File: src/rtl/pwm_multi_ch.sv
// Multi-channel edge-aligned PWM generator with one shared period counter.
// Period and duty are double-buffered so that changes only take effect at a period boundary.
module pwm_multi_ch #(
  parameter int CH      = 4,
  parameter int CW      = 16,
  parameter int DEF_PER = 4999
) (
  input  logic             clk,
  input  logic             rst_n,
  input  logic             en,
  input  logic [CW-1:0]    per_in,
  input  logic [CH*CW-1:0] duty_in,
  input  logic [CH-1:0]    pol,
  input  logic             load,
  output logic [CH-1:0]    pwm_out,
  output logic             per_end,
  output logic             upd_pend
);

  localparam logic [CW-1:0] DEF_PER_W = CW'(DEF_PER);

  logic [CW-1:0] cnt_p0;
  logic [CW-1:0] per_act;
  logic [CW-1:0] per_sh;
  logic [CW-1:0] duty_act [CH];
  logic [CW-1:0] duty_sh  [CH];
  logic [CH-1:0] raw_p0;
  logic          wrap_p0;
  logic          apply_p0;

  // Stage 0: counter compare. While idle the shadow is copied to the active
  // registers every cycle, so idle behaves like a permanent wrap.
  assign wrap_p0  = en && (cnt_p0 == per_act);
  assign apply_p0 = !en || wrap_p0;

  always_comb begin
    raw_p0 = '0;
    for (int i = 0; i < CH; i++) begin
      raw_p0[i] = (cnt_p0 < duty_act[i]);
    end
  end

  always_ff @(posedge clk or negedge rst_n) begin
    if (!rst_n) begin
      cnt_p0 <= '0;
    end else if (apply_p0) begin
      cnt_p0 <= '0;
    end else begin
      cnt_p0 <= cnt_p0 + CW'(1);
    end
  end

  // A load on the apply cycle bypasses the shadow and never raises upd_pend.
  always_ff @(posedge clk or negedge rst_n) begin
    if (!rst_n) begin
      per_act  <= DEF_PER_W;
      per_sh   <= DEF_PER_W;
      upd_pend <= 1'b0;
      for (int i = 0; i < CH; i++) begin
        duty_act[i] <= '0;
        duty_sh[i]  <= '0;
      end
    end else begin
      if (load) begin
        per_sh <= per_in;
        for (int i = 0; i < CH; i++) begin
          duty_sh[i] <= duty_in[i*CW +: CW];
        end
      end
      if (apply_p0) begin
        per_act  <= load ? per_in : per_sh;
        upd_pend <= 1'b0;
        for (int i = 0; i < CH; i++) begin
          duty_act[i] <= load ? duty_in[i*CW +: CW] : duty_sh[i];
        end
      end else if (load) begin
        upd_pend <= 1'b1;
      end
    end
  end

  // Stage 1: registered outputs; idle level is the inactive level per channel.
  always_ff @(posedge clk or negedge rst_n) begin
    if (!rst_n) begin
      pwm_out <= '0;
      per_end <= 1'b0;
    end else begin
      pwm_out <= en ? (raw_p0 ^ pol) : pol;
      per_end <= wrap_p0;
    end
  end

endmodule

File: config.mk
export PLATFORM = sky130hd
export DESIGN_NAME = pwm_multi_ch
export DESIGN_NICKNAME = d
export VERILOG_FILES = /design/src/rtl/pwm_multi_ch.sv
export SDC_FILE = /design/constraint.sdc
export NUM_CORES = 1
export LEC_CHECK = 0
export CORE_ASPECT_RATIO = 1.4
export CORE_MARGIN = 2
export CORE_UTILIZATION = 61
export CTS_CLUSTER_DIAMETER = 80
export CTS_CLUSTER_SIZE = 25
export DETAILED_ROUTE_END_ITERATION = 8
export GPL_TIMING_DRIVEN = 0
export PLACE_DENSITY = 0.85
export SLEW_MARGIN = 15
export SYNTH_ARGS = -nofsm -noshare
export SYNTH_HDL_FRONTEND = slang
export SYNTH_SLANG_ARGS = --single-unit
File: constraint.sdc
create_clock -name clk -period 6.1 [get_ports clk]
set_clock_uncertainty 0.2 [all_clocks]
set_input_delay 1.22 -clock clk [delete_from_list [all_inputs] [get_ports clk]]
set_output_delay 1.22 -clock clk [all_outputs]
set_load 0.02 [all_outputs]
Word-level counts from Yosys, hierarchy flattened
Cells that the tools add are included.
- word-level logic and storage cells: 34
- output and inout bits: 6
- register bits: 182
- magnitude comparators: 4
- muxes and demuxes: 9
- add/sub/neg operators: 1
- equality and inequality tests: 1
- bitwise logic cells: 1
- reductions and logical operators: 4
- operators by type and width (kind ; number):
    $mux W16 ; 6
    $lt A16 B16 Y1 ; 4
    $add A16 B1 Y16 const B ; 1
    $eq A16 B16 Y1 ; 1
    $mux W4 ; 1
    $xor A4 B4 Y4 ; 1
    $mux W1 ; 2
    $reduce_bool A2 Y1 ; 1
    $logic_and A1 B1 Y1 ; 1
    $logic_not A1 Y1 ; 1
    $logic_or A1 B1 Y1 ; 1

Depth between registers and ports, before layout
Gate-level depths: netlist of the first run.
- word-level depth: 4
- depth in mapped cells: 8
- mapped depth without buffers: 7

Worst setup path before layout of the first run
No wires, ideal clock.
- path kind: in2reg
- from: input port load
- to: register duty_act[56] (netlist bit)
- required time: 5.773 ns
- slack: 3.313 ns
- stages on the path: 4
- buffers on the path: 2
- setup time: 0.127 ns
- arrival time: 2.460 ns
- cells stage by stage: clkbuf_1 -> clkbuf_1 -> mux2_2 -> mux2_1
- cells in the longest elaborated chain, start to end: 1
- RTL lines (what ; RTL line ; text):
    start: declaration ; 14 ; input logic load,
    $mux W16 ; 74 ; duty_act[i] <= load ? duty_in[i*CW +: CW] : duty_sh[i];
    end signal: indexed assignment ; 74 ;
    end: declaration ; 25 ; logic [CW-1:0] duty_act [CH];
Every way passes these cells.
A chain may end at the register's enable or synchronous reset.

Worst setup path in the final report of the first run
- from: register cnt_p0[4]
- to: register duty_act[57] (netlist bit)
- cells in the longest elaborated chain, start to end: 3
- RTL lines (what ; RTL line ; text):
    start: declaration ; 22 ; logic [CW-1:0] cnt_p0;
    start signal: assignment ; 49 ; cnt_p0 <= cnt_p0 + CW'(1);
    $eq A16 B16 Y1 ; 33 ; assign wrap_p0 = en && (cnt_p0 == per_act);
    $logic_and A1 B1 Y1 ; 33 ;
    $logic_or A1 B1 Y1 ; 34 ; assign apply_p0 = !en || wrap_p0;
Every way passes these cells.

==> results of run 1 <==
[cells in the mapped netlist, drive strengths merged (5+ instances only)]
cell,count
dfrtp,168
mux2,160
inv,62
ha,61
xnor2,27
nor2,22
nand2,17
a21oi,16
dfstp,14
buf,11
nand4,11
clkbuf,10
nand3,9
a2111oi,8
nand2b,8
o21a,8
xor2,7
nor3,5
[placed cells by master, fill, tap and decap left out, types with 2 or more instances in the layout]
cell,n
a2111oi_0,8
clkbuf_1,12
inv_6,3
ha_1,61
bufinv_16,2
buf_2,7
nor3_1,5
nand2_1,17
mux2_1,12
o2111ai_1,4
clkdlybuf4s50_1,91
a21boi_0,4
a21oi_1,16
xor2_1,7
dfrtp_1,168
clkbuf_8,3
o21ai_0,4
o211ai_1,4
dfstp_2,14
and3_1,3
inv_1,62
nand3_1,9
mux2_2,148
nand2b_1,8
clkinvlp_4,4
xnor2_1,27
a21o_1,4
o21a_1,8
nand4_1,11
buf_4,3
nor2_1,22
clkbuf_16,17
[sequential cells by signal, summed over array words and instances (netlist names)]
name	cells
cnt_p0	16
duty_act	64
duty_sh	64
per_act	16
per_end	1
per_sh	16
pwm_out	4
upd_pend	1
[routing by layer]
metal / vias to the layer above / part of all wire (%) / track usage [%]
met5: - / 0 / 0
met4: 0 / 3.7 / 13.1
met3: 48 / 5.2 / 4.90
met2: 156 / 53 / 47.4
met1: 2723 / 38 / 29.9
li1: 2495 / - / -
[power breakdown]
group	internal (mW)	switching, mW
Clock	0.639	0.463
Sequential	1.35	0.0671
Combinational	0.232	0.190
[critical path, delay by kind of cell, from the launching register on]
family | cells | cell delay [ns]
buffers and inverters | 3 | 0.88
AOI/OAI and AO/OA | 1 | 0.60
DFF | 1 | 0.59
xor gates and xnor gates | 1 | 0.16
muxes | 1 | 0.34
and+or+nand+nor | 1 | 0.14
[logic make-up (layout without fill, tap and decap cells)]
kind of cell	count (synthesis)	in the layout	synth area share (%)
simple gates	78	78	4.43
flops	182	182	53.6
xor+xnor	34	34	3.49
compound gates	53	53	4.36
mux	160	160	21.1
buf+inv	83	208	3.98
fa+ha+maj	61	61	8.95
[final cells by class]
type / count / area share, %
buffer: 21 / 1.03
clock buffer: 22 / 4.60
clock inverter: 10 / 1.18
inverter: 62 / 2.26
multi-input combinational: 386 / 35.1
sequential: 182 / 44.4
tap: 185 / 2.25
timing repair buffer: 93 / 9.25
[path summary, 6_finish.rpt]
path                       slack, ns  cells past startpoint            to
min in group asynchronous       0.56                      1   duty_sh[11]
min reg2reg                     0.29                      1  duty_act[56]
max reg2reg                     3.07                      7  duty_act[57]
max in group asynchronous       4.24                      2    per_act[7]
max                             3.07                      7  duty_act[57]
min                             0.29                      1  duty_act[56]
[metrics by stage]
stage / worst slack [ns] / cells
final: 3.07 / 961
after global routing: 2.91 / 961
after CTS: 3.10 / 961
after detailed placement: 2.80 / 929
after global placement: -3.21 / 928
after floorplan: 3.31 / 651
==> results_dict.tcl, run 1 <==
set metrics [dict create \
    routedWlPerCell_um 19.2 \
    start_kind "flop" \
    p_leak_nw 4.63 \
    yosysWarnings 0 \
    p_per_area_nw_per_um2 286 \
    ys_types 31 \
    finalSetupViolations 0 \
    fin_util_pct 74.8 \
    cpMaxStageDelayCell "o41ai_2" \
    die_h_um 144 \
    worst_pin_slew_ns 0.708 \
    status "finished clean" \
    hpwl_um 12900 \
    first_global_vias 5942 \
    cts_made_buffers 17 \
    postSynthAreaPerCell_sq_um 13.1 \
    synth_cells 651 \
    ys_seq_elements 182 \
    timing.hold.ws_ns 0.290 \
    critical_path_arrival_ns 3.15 \
    critPathMaxFanout 10 \
    ir_drop_mv 0.186 \
    drt_iter0_drc 280 \
    finalPower_mw 2.94 \
    post_drt_via_cell_ratio 5.64 \
    fillers 904 \
    synth_top_area_cell "dfrtp_1" \
    ys_seq_area_share_pct 53.6 \
    htree_num_levels 4 \
    rows 51 \
    finalCriticalPeriod_ns 3.03 \
    worstPathCellList "clkbuf_1, xnor2_1, nand4_1, o41ai_2, buf_4, buf_4, mux2_1" \
    hp-start "duty_act[56]" \
    wl_um 18400 \
    drc_errors 0 \
    synth_enable_flop_cells 0 \
    rsz0062_at_grt "no" \
    slew_headroom_pct 52.3 \
    cp-startpoint "cnt_p0[4]" \
    max_cap_violations 0 \
    clk_latency_ns 0.44 \
    grt_overflow_total 0 \
    hold_buffers 0 \
    cts_tree "done" \
    dr.pass1.iters 5 \
    hold_viol 0 \
    ff_latch_area_sq_um 4570 \
    clkTransAtPathRegs_ns 0.06 \
    postCtsSetupRepairBufs 0 \
    fmax_mhz 330 \
    pin_count 94 \
    synth_flop_cell "dfrtp_1" \
    synthArstFlopShare_pct 100 \
    cpMostUsedCell "buf_4" \
    initial_utilization_pct 61.8 \
    multi_input_area_sq_um 3610 \
    synth_top_area_share_pct 49.3 \
    critical_path_class "reg2reg" \
    slew_violations 0 \
    grt_pass1_wl_um 29800 \
    antenna_cells 0 \
    grt_max_degree 102 \
    hp-class "reg2reg" \
    drive_above_1_share_pct 26.5 \
    max_stage_delay_ns 0.60 \
    io_buffers 92 \
    required_ns 6.21 \
    final_nets 912 \
    die_w_um 104 \
    synth_area_leaders "dfrtp_1 49%, mux2_2 20%, ha_1 9.0%" \
    vias 5422 \
    syn_to_final_growth_pct 20.9 \
    cts_resized 0 \
    finalCritPeriodShare_pct 49.7 \
    finalSetupTns_ns 0 \
    ant_nets 0 \
    dieArea_sq_um 14900 \
    gp_congestion 0.817 \
    cts-root-buf "clkbuf_16" \
    postLayoutCellArea_sq_um 10300 \
    antenna_found_initial 0 \
    grt_usage_pct 26.2 \
    placed_cell_area_sq_um 9710 \
    core_sq_um 13800 \
    synth_area_sq_um 8520 \
    ctsLongestPathBuffers 2 \
    worstReg2RegStart "cnt_p0[4]" \
    cp-end-kind "flop" \
    cts_sinks 182 \
    syn-num-nets 800 \
]
No activity file was read; power rests on OpenSTA's default activity.
==> run 2: changes to the inputs <==
--- a/config.mk
+++ b/config.mk
@@ -7,12 +7,12 @@
 export LEC_CHECK = 0
 export CORE_ASPECT_RATIO = 1.4
 export CORE_MARGIN = 2
-export CORE_UTILIZATION = 61
+export CORE_UTILIZATION = 57
 export CTS_CLUSTER_DIAMETER = 80
 export CTS_CLUSTER_SIZE = 25
 export DETAILED_ROUTE_END_ITERATION = 8
 export GPL_TIMING_DRIVEN = 0
-export PLACE_DENSITY = 0.85
+export PLACE_DENSITY = 0.81
 export SLEW_MARGIN = 15
 export SYNTH_ARGS = -nofsm -noshare
 export SYNTH_HDL_FRONTEND = slang
==> constraint.sdc (replaced) <==
create_clock -name clk -period 3 [get_ports clk]
set_clock_uncertainty 0.2 [all_clocks]
set_input_delay 0.6 -clock clk [delete_from_list [all_inputs] [get_ports clk]]
set_output_delay 0.6 -clock clk [all_outputs]
set_load 0.02 [all_outputs]
==> run 2 against run 1 <==
The flow now finishes with violations (negative hold slack). Via count shrank 2.0%. Sequential power grew 100%. Wire length shrank 6.5%. Total power grew 100%. Utilization shrank 3.9 points. Worst hold slack lost 0.31 ns. Die area grew 6.8%.
==> results_dict.tcl, run 2 (synthesized netlist as in run 1, its figures left out) <==
set metrics [dict create \
    hold_buffers 0 \
    drt_iter0_drc 120 \
    antenna_found_initial 0 \
    fin_util_pct 70.9 \
    core_sq_um 14600 \
    ff_latch_area_sq_um 4570 \
    critPathBufInv 3 \
    critical_path_arrival_ns 2.85 \
    p_leak_nw 4.66 \
    syn_to_final_growth_pct 21.2 \
    rr_worst_depth 7 \
    critical_path_class "reg2reg" \
    cpMaxStageDelayCell "dfrtp_1" \
    finalCritPeriodShare_pct 91.6 \
    postLayoutCellArea_sq_um 10300 \
    max_stage_delay_ns 0.53 \
    worst_pin_slew_ns 0.725 \
    die_h_um 149 \
    cts_made_buffers 17 \
    routedWlPerCell_um 17.8 \
    rsz0062_at_grt "no" \
    p_per_area_nw_per_um2 577 \
    ir_drop_mv 0.318 \
    placed_cell_area_sq_um 9710 \
    layout_common_cells "168 x dfrtp_1, 148 x mux2_2, 91 x clkdlybuf4s50_1, 62 x inv_1, 61 x ha_1" \
    initial_utilization_pct 58.5 \
    pin_count 94 \
    clkTransAtPathRegs_ns 0.07 \
    vias 5314 \
    drive_above_1_share_pct 26.6 \
    status "finished with violations" \
    rows 52 \
    hp-class "in2async" \
    grt_pass1_wl_um 28300 \
    htree_num_levels 4 \
    grt_usage_pct 23.0 \
    cts_sinks 182 \
    cts-root-buf "clkbuf_16" \
    crit_cells 7 \
    finalCriticalPeriod_ns 2.75 \
    antenna_cells 0 \
    die_w_um 107 \
    first_global_vias 5894 \
    required_ns 3.10 \
    hold_viol 24 \
    fillers 986 \
    violations "negative hold slack" \
    drc_errors 0 \
    worstPathCellList "clkbuf_1, xnor2_1, nand4_1, o41ai_4, buf_4, buf_2, mux2_2" \
    critPathMaxFanout 10 \
    multi_input_area_sq_um 3620 \
    clk_latency_ns 0.42 \
    finalSetupViolations 0 \
    max_cap_violations 0 \
    cts_tree "done" \
    grt_overflow_total 0 \
    layout_commonest_cell "dfrtp_1" \
    wl_um 17200 \
    io_buffers 92 \
    post_drt_via_cell_ratio 5.50 \
    dieArea_sq_um 16000 \
    gp_congestion 0.840 \
    cp-startpoint "cnt_p0[4]" \
    cp-end-kind "flop" \
    dr.pass1.iters 5 \
    slew_violations 0 \
    fmax_mhz 364 \
    slew_headroom_pct 51.7 \
    start_kind "flop" \
    worstReg2RegStart "cnt_p0[4]" \
    cp_top_family "buffers and inverters" \
    ant_nets 0 \
    final_nets 913 \
    ctsLongestPathBuffers 2 \
    largest_registers "duty_act (64), duty_sh (64)" \
    hpwl_um 12600 \
    timing.hold.ws_ns -0.0192 \
    grt_max_degree 96 \
]
-- run 2: cell types whose count changed in the layout (fill, tap and decap cells not counted) --
cell        delta
clkinvlp_4     -2
buf_4          +1
clkinv_2       +1
clkinv_4       +1
o41ai_2        -1
o41ai_4        +1
-- run 2: worst reg2reg max path, stage by stage (launching register included) --
cell and delay (ns):
dfrtp_1 0.53, clkbuf_1 0.32, xnor2_1 0.17, nand4_1 0.18, o41ai_4 0.37, buf_4 0.21, buf_2 0.27, mux2_2 0.39
-- run 2: cell type report --
type / instances / area share (%)
repair buffers: 94 / 9.31
flip-flops and latches: 182 / 44.3
plain buffers: 21 / 1.03
multi-input cells: 386 / 35.1
clock buffers: 22 / 4.59
clock inverters: 10 / 1.16
well taps: 189 / 2.29
inverters: 62 / 2.25
-- run 2: layer usage --
layer | wire length (um) | vias to the layer above | track usage, %
li1 | - | 2488 | -
met2 | 9000 | 133 | 41.8
met5 | 0 | - | 0
met4 | 469 | 0 | 9.55
met3 | 844 | 44 | 3.24
met1 | 6910 | 2649 | 27.0
-- run 2: metrics by stage --
step | setup TNS [ns] | hold WS, ns | instances | power, mW | setup slack (ns)
2_1_floorplan | 0 | 0.104 | 651 | 3.42 | 0.687
3_3_place_gp | -1014.12 | 0.273 | 932 | 3.71 | -5.75
3_5_place_dp | -0.0646 | 0.279 | 933 | 3.78 | -0.0361
4_1_cts | 0 | 0.00642 | 965 | 6.02 | 0.112
5_1_grt | 0 | 0.0377 | 966 | 6.24 | 0.102
6_report | 0 | -0.0192 | 966 | 5.96 | 0.253
-- run 2: worst paths after layout --
path	to	slack, ns
worst min-delay path	duty_sh[12]	-0.02
worst max register to register	duty_act[30]	0.25
worst min register to register	duty_act[55]	0.29
max in group asynchronous	per_act[12]	1.75
min in group clk	duty_act[55]	0.29
worst max-delay path	duty_act[30]	0.25
-- run 2: where the power goes --
| group | leakage, nW | switching [mW] | internal [mW] |
|---|---|---|---|
| combinational | 2.22 | 0.373 | 0.472 |
| sequential | 2.15 | 0.135 | 2.75 |
| clock | 0.288 | 0.925 | 1.30 |
| total | 4.66 | 1.43 | 4.52 |
-- run 2: timing repair --
item                                    in CTS  in global routing
cloned                                       0                  0
resized for setup                            1                  0
pin swaps                                    0                  1
setup buffers                                0                  1
endpoints found under the setup margin       9                  1
==> run 3: changes to the inputs <==
--- a/config.mk
+++ b/config.mk
@@ -17,3 +17,4 @@
 export SYNTH_ARGS = -nofsm -noshare
 export SYNTH_HDL_FRONTEND = slang
 export SYNTH_SLANG_ARGS = --single-unit
+export TNS_END_PERCENT = 20
==> results of run 3 <==
Same layout as run 2: the final DEF is identical, and so are final timing and power.
